`src/rtl/core_mem_arb_if.sv`:
```
// -----------------------------------------------------------------------------
// core_mem_arb_if
// Bundle of the fetch requester, data requester and external memory signals
// that meet at the core_mem_arb memory-port arbiter.
//
// Modports:
//   slave  - the arbiter: takes requests and MEM_OUT, drives grants, responses
//            and the memory address/data/strobe lines.
//   master - the environment (core stages + memory): the mirror of slave.
//
// Signals:
//   I_REQ, I_ADDR[31:0]                 fetch request
//   I_GNT, I_RVALID, I_RDATA[31:0]      fetch grant / response
//   D_REQ, D_WE, D_SIZE[1:0], D_UNSIGNED, D_ADDR[31:0], D_WDATA[31:0]
//                                       data request
//   D_GNT, D_RVALID, D_RDATA[31:0], D_MISALIGN
//                                       data grant / response
//   MEM_ADDR[31:0], MEM_IN[31:0], MEM_WE, MEM_BE[3:0], MEM_OUT[31:0]
//                                       shared memory port
// -----------------------------------------------------------------------------
interface core_mem_arb_if;
  logic        I_REQ;
  logic [31:0] I_ADDR;
  logic        I_GNT;
  logic        I_RVALID;
  logic [31:0] I_RDATA;

  logic        D_REQ;
  logic        D_WE;
  logic [1:0]  D_SIZE;
  logic        D_UNSIGNED;
  logic [31:0] D_ADDR;
  logic [31:0] D_WDATA;
  logic        D_GNT;
  logic        D_RVALID;
  logic [31:0] D_RDATA;
  logic        D_MISALIGN;

  logic [31:0] MEM_ADDR;
  logic [31:0] MEM_IN;
  logic        MEM_WE;
  logic [3:0]  MEM_BE;
  logic [31:0] MEM_OUT;

  modport slave (
    input  I_REQ, I_ADDR,
    input  D_REQ, D_WE, D_SIZE, D_UNSIGNED, D_ADDR, D_WDATA,
    input  MEM_OUT,
    output I_GNT, I_RVALID, I_RDATA,
    output D_GNT, D_RVALID, D_RDATA, D_MISALIGN,
    output MEM_ADDR, MEM_IN, MEM_WE, MEM_BE
  );

  modport master (
    output I_REQ, I_ADDR,
    output D_REQ, D_WE, D_SIZE, D_UNSIGNED, D_ADDR, D_WDATA,
    output MEM_OUT,
    input  I_GNT, I_RVALID, I_RDATA,
    input  D_GNT, D_RVALID, D_RDATA, D_MISALIGN,
    input  MEM_ADDR, MEM_IN, MEM_WE, MEM_BE
  );
endinterface

```
`src/rtl/core_mem_arb.sv`:
```
// -----------------------------------------------------------------------------
// core_mem_arb
// Shares the single memory port between the instruction-fetch requester and
// the load/store requester of the multi-cycle RV32I core. Each access is
// sequenced over MEM_LAT read cycles (stores take one cycle), store data is
// replicated across lanes with matching byte strobes, and load data is
// extracted from its lane and sign/zero-extended.
//
// Parameters:
//   MEM_LAT  cycles from the first BUSY cycle to the MEM_OUT sampling edge
//            (1..15).
//
// Ports:
//   CLK      clock, rising edge
//   RST      synchronous active-high reset
//   bus      core_mem_arb_if.slave (requests, grants, responses, memory port)
//
// Build option:
//   CORE_MEM_ARB_RR_EN  when defined, round-robin arbitration between the two
//                       requesters; otherwise data always beats fetch.
// -----------------------------------------------------------------------------
module core_mem_arb #(
  parameter int unsigned MEM_LAT = 1
) (
  input  logic          CLK,
  input  logic          RST,
  core_mem_arb_if.slave bus
);

  typedef enum logic {
    IDLE = 1'b0,
    BUSY = 1'b1
  } state_t;

  localparam logic [3:0] LAT = 4'(MEM_LAT);

  state_t      state_reg;
  logic [3:0]  cnt_reg;
  logic        sel_d_reg;     // access in flight belongs to the data requester
  logic        we_reg;        // access in flight is a store
  logic [1:0]  size_reg;
  logic        uns_reg;
  logic [1:0]  lane_reg;      // byte offset of the data access

  logic [31:0] mem_addr_reg;
  logic [31:0] mem_in_reg;
  logic        mem_we_reg;
  logic [3:0]  mem_be_reg;

  logic        i_rvalid_reg;
  logic [31:0] i_rdata_reg;
  logic        d_rvalid_reg;
  logic [31:0] d_rdata_reg;
  logic        d_misalign_reg;

  // ---------------------------------------------------------------------------
  // Arbitration: grants are combinational and only ever issued in IDLE.
  // ---------------------------------------------------------------------------
  logic can_grant;
  logic prio_d;
  logic gnt_d;
  logic gnt_i;

`ifdef CORE_MEM_ARB_RR_EN
  logic last_i_reg;           // 1 = fetch received the most recent grant
  assign prio_d = last_i_reg; // on a tie, whoever did not win last time wins
`else
  assign prio_d = 1'b1;
`endif

  assign can_grant = (state_reg == IDLE) && !RST;
  assign gnt_d     = can_grant && bus.D_REQ && (prio_d || !bus.I_REQ);
  assign gnt_i     = can_grant && bus.I_REQ && !gnt_d;

  logic [31:0] addr_sel;
  assign addr_sel = gnt_d ? bus.D_ADDR : bus.I_ADDR;

  // Misaligned data accesses complete immediately without touching memory.
  logic d_misalign;
  always_comb begin
    d_misalign = 1'b0;
    if (bus.D_SIZE[1]) begin
      d_misalign = |bus.D_ADDR[1:0];
    end else if (bus.D_SIZE[0]) begin
      d_misalign = bus.D_ADDR[0];
    end
  end

  // Store lane replication and strobes, computed from the live request and
  // captured on the grant edge.
  logic [31:0] st_data;
  logic [3:0]  st_be;
  always_comb begin
    st_data = bus.D_WDATA;
    st_be   = 4'b1111;
    if (!bus.D_SIZE[1]) begin
      if (bus.D_SIZE[0]) begin
        st_data = {2{bus.D_WDATA[15:0]}};
        st_be   = bus.D_ADDR[1] ? 4'b1100 : 4'b0011;
      end else begin
        st_data = {4{bus.D_WDATA[7:0]}};
        st_be   = 4'b0001 << bus.D_ADDR[1:0];
      end
    end
  end

  // Load extraction from the returned word.
  logic [7:0] lane_byte [4];
  genvar gi;
  generate
    for (gi = 0; gi < 4; gi++) begin : g_lane
      assign lane_byte[gi] = bus.MEM_OUT[8*gi +: 8];
    end
  endgenerate

  logic [7:0]  ld_byte;
  logic [15:0] ld_half;
  logic [31:0] ld_data;
  always_comb begin
    ld_byte = lane_byte[lane_reg];
    ld_half = lane_reg[1] ? bus.MEM_OUT[31:16] : bus.MEM_OUT[15:0];
    ld_data = bus.MEM_OUT;
    if (size_reg == 2'b00) begin
      ld_data = {{24{!uns_reg && ld_byte[7]}}, ld_byte};
    end else if (size_reg == 2'b01) begin
      ld_data = {{16{!uns_reg && ld_half[15]}}, ld_half};
    end
  end

  // ---------------------------------------------------------------------------
  // Sequencer
  // ---------------------------------------------------------------------------
  always_ff @(posedge CLK) begin
    if (RST) begin
      state_reg      <= IDLE;
      cnt_reg        <= 4'd0;
      sel_d_reg      <= 1'b0;
      we_reg         <= 1'b0;
      size_reg       <= 2'b00;
      uns_reg        <= 1'b0;
      lane_reg       <= 2'b00;
      mem_addr_reg   <= 32'd0;
      mem_in_reg     <= 32'd0;
      mem_we_reg     <= 1'b0;
      mem_be_reg     <= 4'd0;
      i_rvalid_reg   <= 1'b0;
      i_rdata_reg    <= 32'd0;
      d_rvalid_reg   <= 1'b0;
      d_rdata_reg    <= 32'd0;
      d_misalign_reg <= 1'b0;
`ifdef CORE_MEM_ARB_RR_EN
      last_i_reg     <= 1'b1;
`endif
    end else begin
      // Response and strobe outputs are single-cycle pulses.
      i_rvalid_reg   <= 1'b0;
      d_rvalid_reg   <= 1'b0;
      d_misalign_reg <= 1'b0;
      mem_we_reg     <= 1'b0;
      mem_be_reg     <= 4'd0;

      case (state_reg)
        IDLE: begin
          if (gnt_d && d_misalign) begin
            d_rvalid_reg   <= 1'b1;
            d_misalign_reg <= 1'b1;
            d_rdata_reg    <= 32'd0;
          end else if (gnt_d || gnt_i) begin
            state_reg    <= BUSY;
            cnt_reg      <= 4'd1;
            sel_d_reg    <= gnt_d;
            we_reg       <= gnt_d && bus.D_WE;
            size_reg     <= bus.D_SIZE;
            uns_reg      <= bus.D_UNSIGNED;
            lane_reg     <= addr_sel[1:0];
            mem_addr_reg <= {addr_sel[31:2], 2'b00};
            if (gnt_d && bus.D_WE) begin
              mem_we_reg <= 1'b1;
              mem_be_reg <= st_be;
              mem_in_reg <= st_data;
            end
          end
        end

        BUSY: begin
          if (we_reg) begin
            state_reg    <= IDLE;
            d_rvalid_reg <= 1'b1;
            d_rdata_reg  <= 32'd0;
          end else if (cnt_reg == LAT) begin
            state_reg <= IDLE;
            if (sel_d_reg) begin
              d_rvalid_reg <= 1'b1;
              d_rdata_reg  <= ld_data;
            end else begin
              i_rvalid_reg <= 1'b1;
              i_rdata_reg  <= bus.MEM_OUT;
            end
          end else begin
            cnt_reg <= cnt_reg + 4'd1;
          end
        end

        default: state_reg <= IDLE;
      endcase

`ifdef CORE_MEM_ARB_RR_EN
      if (gnt_d) begin
        last_i_reg <= 1'b0;
      end else if (gnt_i) begin
        last_i_reg <= 1'b1;
      end
`endif
    end
  end

  assign bus.I_GNT      = gnt_i;
  assign bus.D_GNT      = gnt_d;
  assign bus.I_RVALID   = i_rvalid_reg;
  assign bus.I_RDATA    = i_rdata_reg;
  assign bus.D_RVALID   = d_rvalid_reg;
  assign bus.D_RDATA    = d_rdata_reg;
  assign bus.D_MISALIGN = d_misalign_reg;
  assign bus.MEM_ADDR   = mem_addr_reg;
  assign bus.MEM_IN     = mem_in_reg;
  assign bus.MEM_WE     = mem_we_reg;
  assign bus.MEM_BE     = mem_be_reg;

endmodule

```
`src/flat_wrapper.sv`:
```
// flat-port wrapper written by rule: the top's interface ports become plain ports
module core_mem_arb_flat 
#(
  parameter int unsigned MEM_LAT = 1
)
  (CLK, RST, bus_I_REQ, bus_I_ADDR, bus_D_REQ, bus_D_WE, bus_D_SIZE, bus_D_UNSIGNED, bus_D_ADDR, bus_D_WDATA, bus_MEM_OUT, bus_I_GNT, bus_I_RVALID, bus_I_RDATA, bus_D_GNT, bus_D_RVALID, bus_D_RDATA, bus_D_MISALIGN, bus_MEM_ADDR, bus_MEM_IN, bus_MEM_WE, bus_MEM_BE);
  core_mem_arb_if bus_i ();
  input  logic CLK;
  input  logic RST;
  input wire logic [$bits(bus_i.I_REQ)-1:0] bus_I_REQ;
  input wire logic [$bits(bus_i.I_ADDR)-1:0] bus_I_ADDR;
  input wire logic [$bits(bus_i.D_REQ)-1:0] bus_D_REQ;
  input wire logic [$bits(bus_i.D_WE)-1:0] bus_D_WE;
  input wire logic [$bits(bus_i.D_SIZE)-1:0] bus_D_SIZE;
  input wire logic [$bits(bus_i.D_UNSIGNED)-1:0] bus_D_UNSIGNED;
  input wire logic [$bits(bus_i.D_ADDR)-1:0] bus_D_ADDR;
  input wire logic [$bits(bus_i.D_WDATA)-1:0] bus_D_WDATA;
  input wire logic [$bits(bus_i.MEM_OUT)-1:0] bus_MEM_OUT;
  output wire logic [$bits(bus_i.I_GNT)-1:0] bus_I_GNT;
  output wire logic [$bits(bus_i.I_RVALID)-1:0] bus_I_RVALID;
  output wire logic [$bits(bus_i.I_RDATA)-1:0] bus_I_RDATA;
  output wire logic [$bits(bus_i.D_GNT)-1:0] bus_D_GNT;
  output wire logic [$bits(bus_i.D_RVALID)-1:0] bus_D_RVALID;
  output wire logic [$bits(bus_i.D_RDATA)-1:0] bus_D_RDATA;
  output wire logic [$bits(bus_i.D_MISALIGN)-1:0] bus_D_MISALIGN;
  output wire logic [$bits(bus_i.MEM_ADDR)-1:0] bus_MEM_ADDR;
  output wire logic [$bits(bus_i.MEM_IN)-1:0] bus_MEM_IN;
  output wire logic [$bits(bus_i.MEM_WE)-1:0] bus_MEM_WE;
  output wire logic [$bits(bus_i.MEM_BE)-1:0] bus_MEM_BE;
  assign bus_i.I_REQ = bus_I_REQ;
  assign bus_i.I_ADDR = bus_I_ADDR;
  assign bus_i.D_REQ = bus_D_REQ;
  assign bus_i.D_WE = bus_D_WE;
  assign bus_i.D_SIZE = bus_D_SIZE;
  assign bus_i.D_UNSIGNED = bus_D_UNSIGNED;
  assign bus_i.D_ADDR = bus_D_ADDR;
  assign bus_i.D_WDATA = bus_D_WDATA;
  assign bus_i.MEM_OUT = bus_MEM_OUT;
  assign bus_I_GNT = bus_i.I_GNT;
  assign bus_I_RVALID = bus_i.I_RVALID;
  assign bus_I_RDATA = bus_i.I_RDATA;
  assign bus_D_GNT = bus_i.D_GNT;
  assign bus_D_RVALID = bus_i.D_RVALID;
  assign bus_D_RDATA = bus_i.D_RDATA;
  assign bus_D_MISALIGN = bus_i.D_MISALIGN;
  assign bus_MEM_ADDR = bus_i.MEM_ADDR;
  assign bus_MEM_IN = bus_i.MEM_IN;
  assign bus_MEM_WE = bus_i.MEM_WE;
  assign bus_MEM_BE = bus_i.MEM_BE;
  core_mem_arb #(.MEM_LAT(MEM_LAT)) u_core (.CLK(CLK), .RST(RST), .bus(bus_i));
endmodule
```
`config.mk`:
```
export PLATFORM = sky130hd
export DESIGN_NAME = core_mem_arb_flat
export DESIGN_NICKNAME = d
export VERILOG_FILES = /design/src/rtl/core_mem_arb_if.sv /design/src/rtl/core_mem_arb.sv /design/src/flat_wrapper.sv
export SDC_FILE = /design/constraint.sdc
export NUM_CORES = 1
export LEC_CHECK = 0
export BUFFER_PORTS_ARGS = -buffer_cell sky130_fd_sc_hd__buf_2
export CAP_MARGIN = 30
export CORE_ASPECT_RATIO = 0.8
export CORE_MARGIN = 2
export CORE_UTILIZATION = 35
export DETAILED_ROUTE_END_ITERATION = 7
export PLACE_DENSITY = 0.73
export SYNTH_ARGS = -nofsm -noshare
export SYNTH_HDL_FRONTEND = slang
export SYNTH_SLANG_ARGS = --single-unit
```
`constraint.sdc`:
```
create_clock -name CLK -period 2 [get_ports CLK]
set_input_delay 0.4 -clock CLK [delete_from_list [all_inputs] [get_ports CLK]]
set_output_delay 0.4 -clock CLK [all_outputs]
set_load 0.01 [all_outputs]
```
* Yosys cells after proc, flatten, opt, wreduce, memory -nomap -nowiden *
Index checks and enable logic that the tools add are counted.

storage, ports and cells
  input bits = 136
  word-level logic and storage cells = 95
  output and inout port bits = 138
  register bits after elaboration = 146

cells by class
  reduce and logical (&&, ||, !) cells = 23
  equality and inequality tests = 9
  muxes and demuxes = 36
  add/sub/neg operators = 1
  $lt $le $gt $ge = 1
  shift operators = 1
  bitwise logic cells = 8

operators by type and width
  kind                   number
  $mux W32               9
  $pmux W32 S2           1
  $mux W4                7
  $bmux W8 S2            1
  $mux W16               1
  $mux W8                2
  $mux W1                12
  $reduce_and A4 Y1      3
  $ne A2 B2 Y1 const B   5
  $logic_and A1 B1 Y1    8
  $pmux W4 S2            1
  $reduce_or A4 Y1       2
  $not A1 Y1             7
  $ne A3 B3 Y1 const B   2
  $reduce_and A3 Y1      2
  $reduce_or A5 Y1       1
  $add A4 B1 Y4 const B  1
  $eq A4 B1 Y1 const B   1
  $pmux W1 S2            2
  $reduce_or A2 Y1       2
  $shl A1 B2 Y4 const A  1
  $ge A3 B3 Y1 const B   1
  $logic_not A1 Y1       3
  $not A2 Y3             1
  3 further kinds        3

* Depth between registers and ports, before layout *
  depth after elaboration = 10
  gate-level depth with buffers = 8
  depth with buffers taken out = 6

* Worst setup path after synthesis *
Ideal clock, no wire load.

  path kind = register -> register
  from = register u_core.cnt_reg[0]
  to = register u_core.i_rdata_reg[10], in the netlist u_core.bus.I_RDATA[10]
  path buffers = 2
  data required time = 1.868 ns
  stages on the path, launching flop included = 8
  setup time = 0.132 ns
  data arrival time = 1.668 ns
  path slack = 0.199 ns
  cells stage by stage = dfxtp_1 > ha_1 > or3b_1 > or3_1 > clkbuf_1 > clkbuf_1 > nand2_1 > a21oi_1

between the ends
  cells in the longest elaborated chain, start to end = 2

RTL lines
  element                      line                 RTL
  start, declared              core_mem_arb.sv:38   logic [3:0] cnt_reg;
  start signal, assigned       core_mem_arb.sv:200  cnt_reg <= cnt_reg + 4'd1;
  $eq A4 B1 Y1                 core_mem_arb.sv:190  end else if (cnt_reg == LAT) begin
  $reduce_and A4 Y1 (no line)  n/a
  end signal, assigned         core_mem_arb.sv:197  i_rdata_reg <= bus.MEM_OUT;
  end, declared                core_mem_arb.sv:51   logic [31:0] i_rdata_reg;

Every way passes these cells.
A chain may end at the register's enable or synchronous reset.

* Final worst setup path *
  from = register u_core.state_reg
  to = output bus_D_GNT

between the ends
  cells in the longest elaborated chain, start to end = 3

RTL lines
  element                 line                 RTL
  start, declared         core_mem_arb.sv:37   state_t state_reg;
  start signal, assigned  core_mem_arb.sv:135  state_reg <= IDLE;
  start signal, assigned  core_mem_arb.sv:169  state_reg <= BUSY;
  start signal, assigned  core_mem_arb.sv:187  state_reg <= IDLE;
  $not A1 Y1 (no line)    n/a
  $logic_and A1 B1 Y1     core_mem_arb.sv:71   assign can_grant = (state_reg == IDLE) && !RST;
  $logic_and A1 B1 Y1     core_mem_arb.sv:72   assign gnt_d = can_grant && bus.D_REQ && (prio_d || !bus.I_REQ);
  end, declared           flat_wrapper.sv:22   output wire logic [$bits(bus_i.D_GNT)-1:0] bus_D_GNT;

Every way passes these cells.

==> impl_metrics.env <==
export IMPL_hold_viol=0
export IMPL_hpwl_mm=14.5
export IMPL_grt_max_degree=69
export IMPL_clockRootBuffer="clkbuf_16"
export IMPL_finalSetupViolCount=0
export IMPL_nNetsFinal=1085
export IMPL_async_reset_ff_frac=0
export IMPL_yosysSeqAreaShare=0.464
export IMPL_drt_vias_per_instance=5.06
export IMPL_yosysWarnings=0
export IMPL_fmax_ghz=0.520
export IMPL_cts_sinks=146
export IMPL_vias=5999
export IMPL_crit_arrival_ns=1.52
export IMPL_grt_pass1_wl_mm=29.5
export IMPL_post_cts_buffers=0
export IMPL_core_sq_um=17500
export IMPL_crit_fanout=10
export IMPL_tns_ns=0
export IMPL_grt_usage=0.198
export IMPL_cellPowerDensity_nw_per_um2=867
export IMPL_clock_power_share=0.451
export IMPL_holdBufCountCts=0
export IMPL_worstMarginPinSlew_ns=0.751
export IMPL_ir_drop_mv=0.458
export IMPL_place_gp_congestion=0.894
export IMPL_cellLeakagePower_nw=3.85
export IMPL_cts_tree="yes"
export IMPL_grt_pass1_vias=5549
export IMPL_layout_min_cycle_time_ns=1.92
export IMPL_power_net_switching_mw=2.02
export IMPL_drive_gt1_frac=0.367
export IMPL_cts_buffer_depth=2
export IMPL_first_pass_iters=6
export IMPL_drc=0
export IMPL_cp_required_ns=1.60
export IMPL_ys_flop_type="dfxtp_1"
export IMPL_crit_type="flip-flop to primary output"
export IMPL_p_seq_frac=0.412
export IMPL_dp_slack_ns=0.118
export IMPL_clk_pin_slew_ns=0.06
export IMPL_dieArea_sq_um=19100
export IMPL_critical_path_endpoint_type="primary output"
export IMPL_antenna_found_initial=1
export IMPL_period_share=0.961
export IMPL_htree_levels=4
export IMPL_grt_ovfl_total=0
export IMPL_fin_worst_skew_ns=0.0159
export IMPL_final_common_cell="buf_2"
export IMPL_synth_edf_count=0
export IMPL_startpoint_type="flip-flop"
export IMPL_clk_latency_ns=0.43
export IMPL_first_iter_violations=378
export IMPL_die_w_microns=154
export IMPL_hp_class="input port to flip-flop"
export IMPL_outcome="finished, final reports clean"
export IMPL_rows=43
export IMPL_setup_ws_ns=0.0773
export IMPL_start_util=0.361
export IMPL_wirelength_mm=19.6
export IMPL_maxCapViolCount=0
export IMPL_ys_types=54
export IMPL_slew_viol_final=0
export IMPL_relSlewSlack=0.494
export IMPL_syn_avg_cell_area_sq_um=9.19
export IMPL_die_h_microns=124
export IMPL_ys_ff_latch=146
export IMPL_cts_inserted_buffers=17
export IMPL_internal_power_mw=5.47
export IMPL_netlist_instances=686
export IMPL_final_cell_mix="buf_2, dfxtp_1, nand2_1, a21oi_1, mux2i_1"
export IMPL_synthToLayoutAreaGrowth_pct=37.1
export IMPL_avgRoutedWirePerCell_microns=16.5
export IMPL_io_pins=274
export IMPL_comb_power_share=0.136
export IMPL_switching_share=0.269
export IMPL_port_buffers=271
export IMPL_drtAntennaViolNets=0
export IMPL_synth_area_sq_um=6300
## metal layers
metal,global-route usage,wire (microns),vias up
met5,0,0,-
met1,0.256,8660,2704
met4,0.0847,582,0
met2,0.308,8730,299
met3,0.0612,1650,41
li1,-,-,2955
## cells by family (layout without fill, tap and decap cells)
logic type / after synthesis / in the layout / synth area share
AO/OA/AOI/OAI: 184 / 184 / 0.200
XOR/XNOR: 1 / 1 / 0.00139
adder cells (fa/ha/maj): 2 / 2 / 0.00397
buffers and inverters: 61 / 334 / 0.0433
flip-flops: 146 / 146 / 0.464
multiplexers: 71 / 71 / 0.129
other: 1 / 3 / 0.000595
AND/OR/NAND/NOR: 220 / 220 / 0.158
## per-stage QoR
step / total power, mW / instance area [sq um] / cells / hold slack (ns) / util
5_1_grt: 7.80 / 8640 / 1186 / 0.216 / 0.494
6_report: 7.49 / 8640 / 1186 / 0.225 / 0.494
4_1_cts: 7.57 / 8630 / 1185 / 0.200 / 0.494
3_5_place_dp: 4.16 / 8010 / 1153 / 0.441 / 0.458
3_3_place_gp: 4.15 / 8010 / 1153 / 0.437 / 0.458
2_1_floorplan: 3.73 / 6310 / 687 / 0.430 / -
## path summary, 6_finish.rpt
path	depth (start not counted)	startpoint	slack, ns	endpoint
min	3	bus_D_UNSIGNED	0.23	u_core.uns_reg$_SDFFE_PP0P_
min reg2reg	2	u_core.bus.MEM_IN[11]$_SDFFE_PP0P_	0.45	u_core.bus.MEM_IN[11]$_SDFFE_PP0P_
max	3	u_core.state_reg$_SDFF_PP0_	0.08	bus_D_GNT
max reg2reg	6	u_core.cnt_reg[0]$_SDFFE_PP0P_	0.17	u_core.bus.I_RDATA[14]$_SDFFE_PP0P_
## power groups by stage
stage          registers, mW  clock network [mW]  logic (mW)
2_1_floorplan           3.19                   0       0.540
3_3_place_gp            3.15                   0       0.997
3_5_place_dp            3.15                   0        1.02
4_1_cts                 3.09                3.46        1.02
5_1_grt                 3.10                3.58        1.12
6_report                3.09                3.38        1.02
## cell usage after synthesis (2+ instances only)
cell,count,area share
a211oi_1,47,0.056
a21oi_1,63,0.050
a22o_1,24,0.033
a311oi_1,2,0.0028
and2_1,8,0.0079
buf_1,8,0.0048
buf_2,17,0.013
buf_4,4,0.0048
clkbuf_1,25,0.015
dfxtp_1,146,0.46
ha_1,2,0.0040
inv_1,4,0.0024
mux2_2,3,0.0054
mux2i_1,60,0.095
mux4_2,8,0.029
nand2_1,120,0.071
nand2b_1,19,0.019
nor2_1,50,0.030
nor2b_1,2,0.0020
nor3_1,5,0.0040
nor3b_1,3,0.0036
o211ai_1,16,0.019
o21a_1,2,0.0024
o21ai_0,11,0.0087
o2bb2ai_1,8,0.011
## final cells by class
| type | count | area (sq um) |
|---|---|---|
| fill | 1662 | 8840 |
| multi-input combinational | 480 | 3140 |
| sequential | 146 | 2920 |
| timing repair buffer | 296 | 1650 |
| clock buffer | 17 | 425 |
| tap | 225 | 282 |
| clock inverter | 15 | 195 |
| inverter | 6 | 22.5 |
| antenna | 1 | 2.50 |
## critical path, stage by stage (launching register included)
cell     delay, ns
dfxtp_1       0.40
nor3b_4       0.32
buf_6         0.22
buf_2         0.16
## repair_timing
item	4_1_cts	5_1_grt
setup endpoints to repair	1	2
pin swaps	0	0
gates resized for setup	1	2
Power figures use the tool's default switching activity.
